[src/rtl/spi_arb_pkg.sv]
`default_nettype none
// ============================================================================
// spi_arb_pkg -- shared state encoding and sizing helpers for spi_cmd_arbiter
// Rev 1.0
// ============================================================================
package spi_arb_pkg;

  typedef enum logic [2:0] {
    ST_IDLE  = 3'd0,
    ST_ISSUE = 3'd1,
    ST_WAIT  = 3'd2,
    ST_RESP  = 3'd3,
    ST_GAP   = 3'd4
  } arb_state_e;

  localparam int DEF_TIMEOUT_CYCLES = 1024;

  // The first word of a message is the address; the remaining words carry data.
  function automatic int data_w(input int reg_width, input int msg_len);
    return reg_width * (msg_len - 1);
  endfunction

endpackage
`default_nettype wire

[src/rtl/spi_rr_pick.sv]
`default_nettype none
// ============================================================================
// spi_rr_pick -- combinational masked round-robin pick (one-hot, index, valid)
// Rev 1.0
// ============================================================================
module spi_rr_pick #(
  parameter int NUM_REQ = 4,
  parameter int IDX_W   = $clog2(NUM_REQ)
) (
  input  logic [NUM_REQ-1:0] req_i,
  input  logic [IDX_W-1:0]   ptr_i,
  output logic [NUM_REQ-1:0] onehot_o,
  output logic [IDX_W-1:0]   idx_o,
  output logic               valid_o
);

  logic [NUM_REQ-1:0] mask;
  logic [NUM_REQ-1:0] masked;
  logic [NUM_REQ-1:0] src;

  always_comb begin
    mask = '0;
    for (int i = 0; i < NUM_REQ; i++) begin
      mask[i] = (i >= int'(ptr_i));
    end
    masked = req_i & mask;
    // Requests at or above the pointer win; otherwise wrap to the lowest one.
    src = (|masked) ? masked : req_i;

    onehot_o = '0;
    idx_o    = '0;
    valid_o  = |req_i;
    for (int i = NUM_REQ - 1; i >= 0; i--) begin
      if (src[i]) begin
        onehot_o    = '0;
        onehot_o[i] = 1'b1;
        idx_o       = IDX_W'(i);
      end
    end
  end

endmodule
`default_nettype wire

[src/rtl/spi_cmd_arbiter.sv]
`default_nettype none
// ============================================================================
// spi_cmd_arbiter -- round-robin sharing of one SPI register engine among
// NUM_REQ requesters. Optional watchdog: define SPI_ARB_TIMEOUT_EN.
// Rev 1.0
// ============================================================================
module spi_cmd_arbiter
  import spi_arb_pkg::*;
#(
  parameter int REG_WIDTH      = 8,
  parameter int MSG_LEN        = 2,
  parameter int NUM_REQ        = 4,
  parameter int TIMEOUT_CYCLES = DEF_TIMEOUT_CYCLES,
  localparam int DATA_W        = data_w(REG_WIDTH, MSG_LEN)
) (
  input  logic                          clk,
  input  logic                          rstn,
  input  logic [NUM_REQ-1:0]            req,
  input  logic [NUM_REQ*REG_WIDTH-1:0]  req_addr,
  input  logic [NUM_REQ*DATA_W-1:0]     req_wdata,
  output logic [NUM_REQ-1:0]            gnt,
  output logic [NUM_REQ-1:0]            done,
  output logic [DATA_W-1:0]             rdata,
  output logic                          err,
  output logic                          busy,
  output logic                          spi_new_command,
  output logic [REG_WIDTH-1:0]          spi_addr,
  output logic [DATA_W-1:0]             spi_wdata,
  input  logic [DATA_W-1:0]             spi_rdata,
  input  logic                          spi_done,
  output logic                          spi_fault
);

  localparam int IDX_W = $clog2(NUM_REQ);

  if (NUM_REQ < 2 || NUM_REQ > 8 || MSG_LEN < 2 ||
      TIMEOUT_CYCLES < 1 || TIMEOUT_CYCLES > 65535) begin : g_bad_param
    $error("spi_cmd_arbiter: parameter out of range");
  end

  arb_state_e            state_q;
  logic [NUM_REQ-1:0]    gnt_q;
  logic [NUM_REQ-1:0]    done_q;
  logic [IDX_W-1:0]      idx_q;
  logic [IDX_W-1:0]      rr_ptr_q;
  logic [DATA_W-1:0]     rdata_q;
  logic [REG_WIDTH-1:0]  addr_q;
  logic [DATA_W-1:0]     wdata_q;
  logic                  cmd_q;
  logic                  busy_q;
  logic                  fault_w;

  logic [NUM_REQ-1:0]    pick_oh;
  logic [IDX_W-1:0]      pick_idx;
  logic                  pick_valid;

  spi_rr_pick #(
    .NUM_REQ (NUM_REQ),
    .IDX_W   (IDX_W)
  ) u_pick (
    .req_i    (req),
    .ptr_i    (rr_ptr_q),
    .onehot_o (pick_oh),
    .idx_o    (pick_idx),
    .valid_o  (pick_valid)
  );

`ifdef SPI_ARB_TIMEOUT_EN
  logic        err_q;
  logic        fault_q;
  logic [15:0] wait_cnt_q;
  assign fault_w   = fault_q;
  assign err       = err_q;
  assign spi_fault = fault_q;
`else
  assign fault_w   = 1'b0;
  assign err       = 1'b0;
  assign spi_fault = 1'b0;
`endif

  always_ff @(posedge clk or negedge rstn) begin
    if (!rstn) begin
      state_q  <= ST_IDLE;
      gnt_q    <= '0;
      done_q   <= '0;
      idx_q    <= '0;
      rr_ptr_q <= '0;
      rdata_q  <= '0;
      addr_q   <= '0;
      wdata_q  <= '0;
      cmd_q    <= 1'b0;
      busy_q   <= 1'b0;
`ifdef SPI_ARB_TIMEOUT_EN
      err_q      <= 1'b0;
      fault_q    <= 1'b0;
      wait_cnt_q <= '0;
`endif
    end else begin
      cmd_q  <= 1'b0;
      done_q <= '0;
`ifdef SPI_ARB_TIMEOUT_EN
      err_q  <= 1'b0;
`endif
      case (state_q)
        ST_IDLE: begin
          if (pick_valid && !fault_w) begin
            gnt_q   <= pick_oh;
            idx_q   <= pick_idx;
            addr_q  <= req_addr[int'(pick_idx)*REG_WIDTH +: REG_WIDTH];
            wdata_q <= req_wdata[int'(pick_idx)*DATA_W +: DATA_W];
            busy_q  <= 1'b1;
            state_q <= ST_ISSUE;
          end
        end
        ST_ISSUE: begin
          cmd_q   <= 1'b1;
`ifdef SPI_ARB_TIMEOUT_EN
          wait_cnt_q <= '0;
`endif
          state_q <= ST_WAIT;
        end
        ST_WAIT: begin
          if (spi_done) begin
            rdata_q <= spi_rdata;
            done_q  <= gnt_q;
            state_q <= ST_RESP;
          end
`ifdef SPI_ARB_TIMEOUT_EN
          else if (wait_cnt_q == 16'(TIMEOUT_CYCLES - 1)) begin
            // Fault latches until reset so a hung engine is never re-issued.
            rdata_q <= '0;
            done_q  <= gnt_q;
            err_q   <= 1'b1;
            fault_q <= 1'b1;
            state_q <= ST_RESP;
          end else begin
            wait_cnt_q <= wait_cnt_q + 16'd1;
          end
`endif
        end
        ST_RESP: begin
          gnt_q    <= '0;
          rr_ptr_q <= (idx_q == IDX_W'(NUM_REQ - 1)) ? '0 : idx_q + 1'b1;
          state_q  <= ST_GAP;
        end
        ST_GAP: begin
          busy_q  <= 1'b0;
          state_q <= ST_IDLE;
        end
        default: begin
          busy_q  <= 1'b0;
          state_q <= ST_IDLE;
        end
      endcase
    end
  end

  assign gnt             = gnt_q;
  assign done            = done_q;
  assign rdata           = rdata_q;
  assign busy            = busy_q;
  assign spi_new_command = cmd_q;
  assign spi_addr        = addr_q;
  assign spi_wdata       = wdata_q;

endmodule
`default_nettype wire

[config.mk]
export PLATFORM = sky130hd
export DESIGN_NAME = spi_cmd_arbiter
export DESIGN_NICKNAME = d
export VERILOG_FILES = /design/src/rtl/spi_arb_pkg.sv /design/src/rtl/spi_rr_pick.sv /design/src/rtl/spi_cmd_arbiter.sv
export SDC_FILE = /design/constraint.sdc
export NUM_CORES = 1
export LEC_CHECK = 0
export CAP_MARGIN = 20
export CORE_ASPECT_RATIO = 1.4
export CORE_UTILIZATION = 40
export CTS_BUF_LIST = sky130_fd_sc_hd__clkbuf_4
export DETAILED_ROUTE_END_ITERATION = 6
export PLACE_DENSITY = 0.82
export SLEW_MARGIN = 10
export SYNTH_ARGS = -nofsm -noshare
export SYNTH_HDL_FRONTEND = slang
export SYNTH_SLANG_ARGS = --single-unit
[constraint.sdc]
create_clock -name clk -period 2.2 [get_ports clk]
set_clock_uncertainty 0.1 [all_clocks]
set_input_delay 0.33 -clock clk [delete_from_list [all_inputs] [get_ports clk]]
set_output_delay 0.33 -clock clk [all_outputs]
set_load 0.02 [all_outputs]
==> summary.md, run 1 <==
| Metric | Value |
|---|---|
| Die width | `63.6 um` |
| Post-Place Cell Area | `3400 um^2` |
| Antenna cell count | `0` |
| Post-CTS Repair Setup Buffers | `0` |
| Via/cell ratio | `5.08` |
| WS Path Type | `reg -> reg` |
| Number of gates resized after cts | `0` |
| Sequential share of the synthesized area | `48.2%` |
| Top area cells in the synthesized netlist | `dfrtp_1, mux2i_1, o221ai_2, mux2_2, nand2_1` |
| Endpoint kind of the worst setup timing path | `flop` |
| Post-detailed-routing wire length | `5.38 mm` |
| Count of distinct cell types in the synthesized netlist | `30` |
| Clock latency on the worst-skew pair | `350 ps` |
| Max-slew violation total from the final report | `0` |
| Share of the cycle needed by the critical path after routing | `90.4%` |
| Power Total | `0.00438 W` |
| Drt first pass iters | `4` |
| Number of antenna violations at the first check in global routing | `0` |
| TritonCTS clock tree | `done` |
| Hold-fix buffers at CTS | `1` |
| H-tree Lvls | `2` |
| Largest area contributor in the synthesized netlist | `dfrtp_1` |
| Starting utilization of the core area | `41.2%` |
| CTS root buf | `clkbuf_4` |
| Die Span Y | `88.3 um` |
| Number of filler cells placed in the layout | `406` |
| Critical path peak fanout | `18` |
| Final setup viols | `0` |
| Setup repair after global routing missed its margin | `no` |
| Core region area | `5160 um^2` |
| Max Freq | `503 MHz` |
| Worst Setup Start Kind | `flop` |
| Class of the tightest hold or removal check | `in -> async` |
| Syn Inst Count | `188` |
| Post-detailed-route count of antenna-violating nets | `0` |
| Final global-route overflow total | `0` |
| Final hold slack | `377 ps` |
| Pin count of the biggest net entering global routing | `26` |
| Average wire length per cell after detail routing | `14.3 um` |
| Via count of the first global-routing pass | `1885` |
| Total number of vias | `1917` |
| HPWL Detailed | `4.22 mm` |
| Final hold violation count | `0` |
| Slew Limit Headroom | `63.7%` |
| Total power divided by cell area | `1250 nW/um^2` |
| Syn. warnings | `0` |
| Leakage Power | `1.58 nW` |
| Input/output buffers | `112` |
| Die Footprint | `5620 um^2` |
| Worst-case vdd ir drop | `0.645 mV` |
| Remaining DRCs | `0` |
| DRC marker count from the first detailed-route iteration | `125` |
| Nets | `390` |
| Mean cell area of the mapped netlist | `11.3 um^2` |
| Clock-pin slew of the registers on the worst-case setup and hold paths | `120 ps` |
| Number of register bits inferred by synthesis | `41` |
| Worst EP arrival | `2130 ps` |
| Minimum clock period | `1990 ps` |
| Number of CTS-inserted buffers | `5` |
| CTS Sinks | `41` |
| Slew of the pin with the lowest slew margin | `544 ps` |
| First-pass GRT wire length | `8.83 mm` |
| Max cap viols | `0` |
| Gp weighted congestion | `0.825` |
| Netlist area before placement | `2130 um^2` |
| Final instance area | `3510 um^2` |
| Required time worst endpoint | `2350 ps` |
| Global-route usage over all layers | `20.4%` |
| Final sum of negative setup slack | `0 ps` |
| Final std cells w/o fill | `377` |
| Proportion of layout cells with a drive suffix above 1 | `14.1%` |
| Top-level port count | `115` |
| Area growth, synth to finish | `64.9%` |
| Std cell rows | `31` |
| Number of placed cells counting well taps | `368` |
| Clock buffer depth | `2` |
| Portion of synthesized cell area occupied by the leading cell type | `48.2%` |
| Outcome | `complete, no violations` |
## where the power goes
part | internal [W] | leakage (nW) | switching [W]
clock network | 0.000352 | 0.0552 | 0.000249
registers | 0.00110 | 0.513 | 0.000224
logic | 0.00126 | 1.01 | 0.00120
## flip-flops by register name, indices dropped and copies added (netlist names)
signal           flops
rdata                8
spi_addr             8
spi_wdata            8
done                 4
gnt                  4
state_q              3
idx_q                2
rr_ptr_q             2
busy                 1
spi_new_command      1
## layout by cell type (no fill, tap or decap)
cell type / count
o22ai_4: 1
nor3b_1: 1
mux2_2: 8
nor3_1: 1
clkinv_2: 1
or3_1: 1
buf_12: 2
buf_2: 1
o221ai_2: 10
o22ai_1: 2
clkdlybuf4s50_1: 111
and2_1: 4
nand2b_1: 4
a2111o_1: 1
xnor2_1: 1
a221oi_1: 2
o221ai_1: 8
nor2_1: 3
a21oi_1: 7
dfrtp_1: 41
nand2_1: 23
clkbuf_4: 5
bufinv_16: 2
buf_4: 14
or2_1: 1
dlygate4sd3_1: 1
a21o_1: 1
nand3_1: 4
o21ai_0: 8
mux2i_1: 32
inv_1: 6
ha_1: 1
nand3b_1: 1
conb_1: 2
## through the flow
step | utilization, % | worst slack [ps]
final | 68.0 | 211
after floorplan | - | 393
after detailed placement | 65.8 | -87.6
after CTS | 68.0 | 218
after global placement | 65.8 | -39.9
after global routing | 68.0 | 104
## worst paths after layout
check                                   startpoint                       end  slack (ps)  depth (start not counted)
min in group clk           spi_addr[1]$_DFFE_PN0P_   spi_addr[1]$_DFFE_PN0P_         400                          2
min reg2reg                spi_addr[1]$_DFFE_PN0P_   spi_addr[1]$_DFFE_PN0P_         400                          2
min                                           rstn      idx_q[1]$_DFFE_PN0P_         380                          2
max reg2reg                rr_ptr_q[1]$_DFFE_PN0P_  spi_wdata[6]$_DFFE_PN0P_         210                          6
max in group asynchronous                     rstn        gnt[3]$_DFFE_PN0P_        1060                          3
max                        rr_ptr_q[1]$_DFFE_PN0P_  spi_wdata[6]$_DFFE_PN0P_         210                          6
## synthesized netlist by cell type
cell and n:
or3_1 1, o22ai_1 2, nand3b_1 1, and2_1 4, o22ai_2 1, buf_6 2
nand2b_1 4, a221oi_1 2, mux2i_1 32, nor3_1 1, mux2_2 8, ha_1 1
a21o_1 1, a2111o_1 1, dfrtp_1 41, or2_1 1, nor2_1 3, inv_1 6
nand2_1 23, buf_4 2, clkbuf_1 5, a21oi_1 7, o221ai_2 10, xnor2_1 1
conb_1 1, buf_2 6, nand3_1 4, o21ai_0 8, nor3b_1 1, o221ai_1 8
## logic make-up after synthesis
family / after synthesis / synth area share [%]
AO/OA/AOI/OAI: 40 / 16.8
XOR/XNOR: 1 / 0.412
adder cells (fa/ha/maj): 1 / 0.588
buffers and inverters: 21 / 5.12
flip-flops: 41 / 48.2
multiplexers: 40 / 19.3
other: 1 / 0.176
AND/OR/NAND/NOR: 43 / 9.41
## layout make-up
type / instances / area (um^2) / share of cell area [%]
Timing Repair Buffer: 129 / 1270 / 36.2
Tap cell: 66 / 82.6 / 2.35
Clock buffer: 5 / 37.5 / 1.07
Sequential cell: 41 / 1030 / 29.2
Multi-Input combinational cell: 127 / 1000 / 28.6
Inverter: 6 / 22.5 / 0.642
Clock inverter: 3 / 65.1 / 1.85
## layer usage
| layer | vias to the layer above | global-route usage [%] | wire, um |
|---|---|---|---|
| met5 | - | 0 | 0 |
| met4 | 0 | 6.61 | 70 |
| li1 | 929 | - | - |
| met1 | 912 | 23.5 | 2100 |
| met2 | 70 | 37.7 | 2980 |
| met3 | 6 | 4.25 | 237 |
## worst max-delay path: stages (launching register included)
cell and delay, ps:
dfrtp_1 490, inv_1 160, a221oi_1 390, o22ai_4 150
buf_4 250, mux2i_1 220, o221ai_2 110
Power figures use the tool's default switching activity.
==> inputs of run 2 (changes only) <==
Settings changed: ABC_AREA set to 1, CORE_UTILIZATION 40 to 43.
==> summary.md, run 2 <==
| Metric | Value |
|---|---|
| Outcome | `finished, violations left (was complete, no violations)` |
| Violated checks | `negative hold slack` |
| Std cell rows | `32 (was 31)` |
| Gp weighted congestion | `0.858 (was 0.825)` |
| Power Total | `0.00448 W (was 0.00438 W)` |
| Syn Inst Count | `341 (was 188)` |
| Most frequent cells in the layout | `clkdlybuf4s50_1, nand2_1, inv_1 (was clkdlybuf4s50_1, dfrtp_1, mux2i_1)` |
| Die width | `67.3 um (was 63.6 um)` |
| Most frequent standard cell in the layout excluding fill and tap cells | `clkdlybuf4s50_1 (unchanged)` |
| Starting utilization of the core area | `45.4% (was 41.2%)` |
| TritonCTS clock tree | `done (unchanged)` |
| Critical path peak fanout | `17 (was 18)` |
| H-tree Lvls | `2 (unchanged)` |
| Die Footprint | `6280 um^2 (was 5620 um^2)` |
| Clock-pin slew of the registers on the worst-case setup and hold paths | `120 ps (about the same)` |
| Final global-route overflow total | `0 (unchanged)` |
| Slew of the pin with the lowest slew margin | `881 ps (was 544 ps)` |
| Area growth, synth to finish | `49.2% (was 64.9%)` |
| Async S/R FF share, synth | `100% (unchanged)` |
| Die Span Y | `93.4 um (was 88.3 um)` |
| Number of placed cells counting well taps | `512 (was 368)` |
| Clock buffer depth | `2 (unchanged)` |
| Worst EP arrival | `2000 ps (was 2130 ps)` |
| Final hold violation count | `5 (was 0)` |
| Max Freq | `551 MHz (was 503 MHz)` |
| Worst-case vdd ir drop | `0.424 mV (was 0.645 mV)` |
| Netlist area before placement | `2560 um^2 (was 2130 um^2)` |
| Endpoint kind of the worst setup timing path | `flop (unchanged)` |
| Pin count of the biggest net entering global routing | `42 (was 26)` |
| Syn. warnings | `0 (unchanged)` |
| Final sum of negative setup slack | `0 ps (unchanged)` |
| CTS Sinks | `41 (unchanged)` |
| Top area cells in the synthesized netlist | `dfrtp_1, nand2_1, inv_1, nand3_1, nand3b_1 (was dfrtp_1, mux2i_1, o221ai_2, mux2_2, nand2_1)` |
| Share of the cycle needed by the critical path after routing | `82.5% (was 90.4%)` |
| Max-slew violation total from the final report | `0 (unchanged)` |
| Commonest cells in the netlist | `nand2_1, inv_1, dfrtp_1 (was dfrtp_1, mux2i_1, nand2_1)` |
| Via count of the first global-routing pass | `2456 (was 1885)` |
| Antenna cell count | `0 (unchanged)` |
| DRC marker count from the first detailed-route iteration | `97 (was 125)` |
| Sequential share of the synthesized area | `40.0% (was 48.2%)` |
| Drt first pass iters | `4 (unchanged)` |
| Number of CTS-inserted buffers | `5 (unchanged)` |
| Worst Setup Start Kind | `input pin (was flop)` |
| Final design utilization | `67.8% (was 68.0%)` |
| Remaining DRCs | `0 (unchanged)` |
| Slew Limit Headroom | `41.3% (was 63.7%)` |
| Portion of synthesized cell area occupied by the leading cell type | `40.0% (was 48.2%)` |
| WS Path Type | `in -> reg (was reg -> reg)` |
| Total number of vias | `2547 (was 1917)` |
| Hold-fix buffers at CTS | `0 (was 1)` |
| Top-level port count | `115 (unchanged)` |
| Top FF cell, synth | `dfrtp_1 (unchanged)` |
| Post-detailed-routing wire length | `6.50 mm (was 5.38 mm)` |
| Final std cells w/o fill | `520 (was 377)` |
| Post-detailed-route count of antenna-violating nets | `0 (unchanged)` |
| Number of gates resized after cts | `0 (unchanged)` |
| Count of distinct cell types in the synthesized netlist | `29 (was 30)` |
| HPWL Detailed | `5.13 mm (was 4.22 mm)` |
| Proportion of layout cells with a drive suffix above 1 | `10.8% (was 14.1%)` |
| Largest area contributor in the synthesized netlist | `dfrtp_1 (unchanged)` |
| Mean cell area of the mapped netlist | `7.52 um^2 (was 11.3 um^2)` |
| Clock latency on the worst-skew pair | `340 ps (was 350 ps)` |
| Count leader, synth | `nand2_1 (was dfrtp_1)` |
| Seq. cell area | `1030 um^2 (unchanged)` |
| Final hold slack | `-4.59 ps (was 377 ps)` |
| Max cap viols | `0 (unchanged)` |
| Leakage Power | `1.95 nW (was 1.58 nW)` |
| Number of filler cells placed in the layout | `480 (was 406)` |
| Setup repair after global routing missed its margin | `no (unchanged)` |
| Number of register bits inferred by synthesis | `41 (unchanged)` |
| Worst setup slack before clock tree synthesis | `20.8 ps (was -87.6 ps)` |
| Global-route usage over all layers | `22.2% (was 20.4%)` |
| Total area of multi-input combinational cells | `1180 um^2 (was 1000 um^2)` |
| Minimum clock period | `1810 ps (was 1990 ps)` |
| Final setup viols | `0 (unchanged)` |
| Via/cell ratio | `4.90 (was 5.08)` |
| Average wire length per cell after detail routing | `12.5 um (was 14.3 um)` |
| Worst Setup Slack, final | `386 ps (was 211 ps)` |
| Required time worst endpoint | `2390 ps (was 2350 ps)` |
| Number of antenna violations at the first check in global routing | `0 (unchanged)` |
| Post-CTS Repair Setup Buffers | `0 (unchanged)` |
| CTS root buf | `clkbuf_4 (unchanged)` |
| EDFF count, synth | `0 (unchanged)` |
| Core region area | `5650 um^2 (was 5160 um^2)` |
| First-pass GRT wire length | `10.7 mm (was 8.83 mm)` |
| Total power divided by cell area | `1170 nW/um^2 (was 1250 nW/um^2)` |
| Nets | `531 (was 390)` |
| Input/output buffers | `112 (unchanged)` |
| Class of the tightest hold or removal check | `in -> async (unchanged)` |
## run 2: changes by cell type after synthesis, moves of 10 or more
| cell | delta |
|---|---|
| o221ai_2 | -10 |
| nand3_1 | +36 |
| nor2_1 | +10 |
| mux2i_1 | -32 |
| nand3b_1 | +15 |
| nand2_1 | +86 |
| nand3_2 | +10 |
| inv_1 | +55 |
## run 2: path summary, 6_finish.rpt
kind	startpoint	end	depth (start not counted)	slack, ps
min in group clk	state_q[2]$_DFFE_PN0P_	busy$_DFFE_PN0P_	1	360
min	rstn	rdata[3]$_DFFE_PN0P_	1	-5
max in group asynchronous	rstn	idx_q[1]$_DFFE_PN0P_	1	1460
min reg2reg	state_q[2]$_DFFE_PN0P_	busy$_DFFE_PN0P_	1	360
max reg2reg	rr_ptr_q[1]$_DFFE_PN0P_	spi_addr[7]$_DFFE_PN0P_	11	420
max	req[1]	spi_wdata[2]$_DFFE_PN0P_	11	390
## run 2: per-layer routing
layer | wire (um) | global-route usage (%) | up-vias | share of wire [%]
met3 | 293 | 4.15 | 16 | 4.5
met2 | 3500 | 37.6 | 109 | 54
li1 | - | - | 1264 | -
met4 | 195 | 12.2 | 0 | 3.0
met1 | 2510 | 25.3 | 1158 | 39
met5 | 0 | 0 | - | 0
## run 2: area by class of cell
class | instances | share of cell area (%)
Sequential cell | 41 | 26.8
Timing Repair Buffer | 119 | 31.2
Clock inverter | 3 | 1.70
Clock buffer | 5 | 0.981
Multi-Input combinational cell | 221 | 30.9
Inverter | 63 | 6.24
Tap cell | 68 | 2.22
## run 2: through the flow
step | cell area [um^2] | hold slack [ps]
after global routing | 3830 | 37.7
after floorplan | 2570 | -65.6
final | 3830 | -4.59
after CTS | 3830 | 7.55
after global placement | 3720 | 332
after detailed placement | 3720 | 345
## run 2: kinds of logic after synthesis
logic type               count (synthesis)  share of synthesized area, %
AND/OR/NAND/NOR                        202                          39.8
buffers and inverters                   80                          14.1
flip-flops                              41                          40.0
AO/OA/AOI/OAI                            8                          1.95
multiplexers                             8                          3.51
adder cells (fa/ha/maj)                  1                         0.488
other                                    1                         0.146
## run 2: worst max-delay path: stages
cell,delay (ps)
clkdlybuf4s50_1,570
nand2_2,110
nand3_1,90
nand2_1,60
nand2_2,130
nand2_4,80
nor2_8,280
nand3_1,140
nand2_1,90
nand2_1,50
nand2_1,50
## run 2: power by group
group          leakage, nW  internal [W]  switching (W)  total [W]
sequential           0.513       0.00109       0.000204    0.00129
combinational         1.38       0.00115        0.00144    0.00259
clock               0.0552      0.000352       0.000242   0.000594
==> inputs of run 3 (changes only) <==
Settings changed: CORE_UTILIZATION 43 to 39, PLACE_DENSITY 0.82 to 0.79.
Clock period 2.2 ns to 1.6 ns, I/O delays scaled along.
==> summary.md, run 3 (same netlist as run 2, synthesis figures left out) <==
| Metric | Value |
|---|---|
| Worst-case vdd ir drop | `0.580 mV (was 0.424 mV)` |
| Class of the tightest hold or removal check | `in -> async (unchanged)` |
| Minimum clock period | `1680 ps` |
| Worst Setup Slack, final | `-79.7 ps (was 386 ps)` |
| Pin count of the biggest net entering global routing | `42 (unchanged)` |
| Area growth, synth to finish | `63.0% (was 49.2%)` |
| Std cell rows | `34 (was 32)` |
| Total power divided by cell area | `1570 nW/um^2 (was 1170 nW/um^2)` |
| Antenna cell count | `0 (unchanged)` |
| H-tree Lvls | `2 (unchanged)` |
| First-pass GRT wire length | `11.4 mm (was 10.7 mm)` |
| HPWL Detailed | `5.35 mm (was 5.13 mm)` |
| Max-slew violation total from the final report | `0 (unchanged)` |
| Max cap viols | `0 (unchanged)` |
| Most frequent cells in the layout | `nand2_1, clkdlybuf4s50_1, inv_1 (was clkdlybuf4s50_1, nand2_1, inv_1)` |
| Cell depth of the worst flop-to-flop path | `12 (was 11)` |
| Chain of cells forming the critical path | `nand2_2 > nand2_4 > nand3_2 > nand2_2 > nand2_4 > nand2_4 > nor2_8 > clkbuf_16 > nand3_2 > nand2_1 > nand2_1 > nand2_1 (was clkdlybuf4s50_1 > nand2_2 > nand3_1 > nand2_1 > nand2_2 > nand2_4 > nor2_8 > nand3_1 > nand2_1 > nand2_1 > nand2_1)` |
| Critical Path Slowest Stage Cell | `dfrtp_1 (was clkdlybuf4s50_1)` |
| Number of antenna violations at the first check in global routing | `0 (unchanged)` |
| WS Path Type | `reg -> reg (was in -> reg)` |
| Most frequent standard cell in the layout excluding fill and tap cells | `nand2_1 (was clkdlybuf4s50_1)` |
| TritonCTS clock tree | `done (unchanged)` |
| Clock buffer depth | `2 (unchanged)` |
| Post-detailed-route count of antenna-violating nets | `0 (unchanged)` |
| Final global-route overflow total | `0 (unchanged)` |
| Worst setup slack before clock tree synthesis | `-380 ps (was 20.8 ps)` |
| Via/cell ratio | `4.92 (was 4.90)` |
| Die Footprint | `6910 um^2 (was 6280 um^2)` |
| Gp weighted congestion | `0.920 (was 0.858)` |
| Flop-to-flop setup slack | `-80 ps (was 420 ps)` |
| Number of filler cells placed in the layout | `526 (was 480)` |
| Nets | `553 (was 531)` |
| Share of the cycle needed by the critical path after routing | `105%` |
| Biggest cell delay along the critical path | `440 ps (was 570 ps)` |
| Endpoint kind of the worst setup timing path | `flop (unchanged)` |
| Via count of the first global-routing pass | `2588 (was 2456)` |
| Worst Setup Start Kind | `flop (was input pin)` |
| Top-level port count | `115 (unchanged)` |
| Die width | `70.5 um (was 67.3 um)` |
| Worst R2R End | `spi_wdata[2]$_DFFE_PN0P_ (was spi_addr[7]$_DFFE_PN0P_)` |
| Global-route usage over all layers | `20.7% (was 22.2%)` |
| Post-Place Cell Area | `3940 um^2 (was 3720 um^2)` |
| Setup repair after global routing missed its margin | `yes (was no)` |
| Violated checks | `design-rule violations, negative setup slack (was negative hold slack)` |
| DRC marker count from the first detailed-route iteration | `118 (was 97)` |
| Clock-pin slew of the registers on the worst-case setup and hold paths | `120 ps (about the same)` |
| Proportion of layout cells with a drive suffix above 1 | `18.8% (was 10.8%)` |
| Number of CTS-inserted buffers | `5 (unchanged)` |
| Clock latency on the worst-skew pair | `360 ps (was 340 ps)` |
| Worst EP arrival | `1890 ps (was 2000 ps)` |
| Remaining DRCs | `14 (was 0)` |
| Die Span Y | `98.0 um (was 93.4 um)` |
| Max Freq | `595 MHz` |
| Outcome | `finished, violations left (unchanged)` |
| CTS root buf | `clkbuf_4 (unchanged)` |
| Final setup viols | `16 (was 0)` |
| Critical path peak fanout | `8 (was 17)` |
| Post-detailed-routing wire length | `7.37 mm (was 6.50 mm)` |
| Leakage Power | `2.22 nW (was 1.95 nW)` |
| Drt first pass iters | `6 (was 4)` |
| Final instance area | `4180 um^2 (was 3830 um^2)` |
| Average wire length per cell after detail routing | `13.5 um (was 12.5 um)` |
| Core region area | `6300 um^2 (was 5650 um^2)` |
| Starting utilization of the core area | `40.7% (was 45.4%)` |
| Required time worst endpoint | `1810 ps (was 2390 ps)` |
| Total number of vias | `2689 (was 2547)` |
| Input/output buffers | `112 (unchanged)` |
| Reg-to-reg startpoint | `rr_ptr_q[1]$_DFFE_PN0P_ (unchanged)` |
| Final hold violation count | `0 (was 5)` |
| CTS Sinks | `41 (unchanged)` |
run 3: cell types whose count changed in the layout (fill, tap and decap cells not counted), moves of 2 or more:
cell             previous run  this run
o22ai_1                     3         1
inv_2                       1         3
buf_4                       5        16
nand3_1                    40        32
buf_12                      2         9
nand2_1                   109       104
nand2_4                     3         7
o22ai_2                     0         2
nand3_2                    10        17
buf_6                       0         2
dlygate4sd2_1               0        34
inv_1                      61        59
clkdlybuf4s50_1           111        77
run 3: worst max-delay path by stage:
stage                                  from                       end  slack, ps  depth (start not counted)
finish              rr_ptr_q[1]$_DFFE_PN0P_  spi_wdata[2]$_DFFE_PN0P_        -80                         12
global route        rr_ptr_q[0]$_DFFE_PN0P_   spi_addr[2]$_DFFE_PN0P_       -220                         12
CTS                 rr_ptr_q[1]$_DFFE_PN0P_  spi_wdata[1]$_DFFE_PN0P_        -60                         12
detailed placement                   req[1]   spi_addr[5]$_DFFE_PN0P_       -380                         11
global placement                     req[1]   spi_addr[5]$_DFFE_PN0P_       -310                         11
floorplan           rr_ptr_q[1]$_DFFE_PN0P_   spi_addr[0]$_DFFE_PN0P_         80                         11
run 3: power breakdown:
| group | leakage, nW | internal (W) | switching (W) |
|---|---|---|---|
| Combinational | 1.65 | 0.00174 | 0.00226 |
| Clock | 0.0552 | 0.000483 | 0.000349 |
| Sequential | 0.513 | 0.00150 | 0.000251 |
| Total | 2.22 | 0.00372 | 0.00286 |
run 3: worst max-delay path: cells and delay by family (launching register included):
kind,cells,cell delay [ps]
buffers and inverters,1,190
flip-flops,1,440
AND/OR/NAND/NOR,11,890
run 3: final cells by class:
class | instances | area (um^2) | share of cell area, %
repair buffers | 141 | 1430 | 34.2
multi-input cells | 221 | 1290 | 30.8
flip-flops and latches | 41 | 1030 | 24.5
inverters | 63 | 241 | 5.77
well taps | 72 | 90.1 | 2.15
clock inverters | 3 | 65.1 | 1.56
clock buffers | 5 | 37.5 | 0.898
run 3: what timing repair did:
action                                  in CTS  in global routing
endpoints found under the setup margin      51                 25
setup buffers                                2                  3
gates resized for setup                     38                 25
cloned                                       0                  1
hold buffers                                 1                  0
pin swaps                                    0                 23
endpoints found under the hold margin       41                  0
run 3: through the flow:
| stage | utilization [%] | setup TNS (ps) | total power (W) | hold WS (ps) | instances |
|---|---|---|---|---|---|
| 2_1_floorplan | - | 0 | 0.00399 | -156 | 342 |
| 3_3_place_gp | 62.5 | -5910 | 0.00562 | 124 | 532 |
| 3_5_place_dp | 62.5 | -7090 | 0.00572 | 124 | 532 |
| 4_1_cts | 64.1 | -542 | 0.00634 | 263 | 543 |
| 5_1_grt | 66.4 | -3050 | 0.00705 | 275 | 546 |
| 6_report | 66.4 | -869 | 0.00658 | 267 | 546 |
run 3: per-layer routing:
layer | track usage [%] | share of wire (%)
met1 | 22.7 | 37
met2 | 38.8 | 55
met3 | 3.20 | 4.6
met4 | 8.92 | 3.3
met5 | 0 | 0
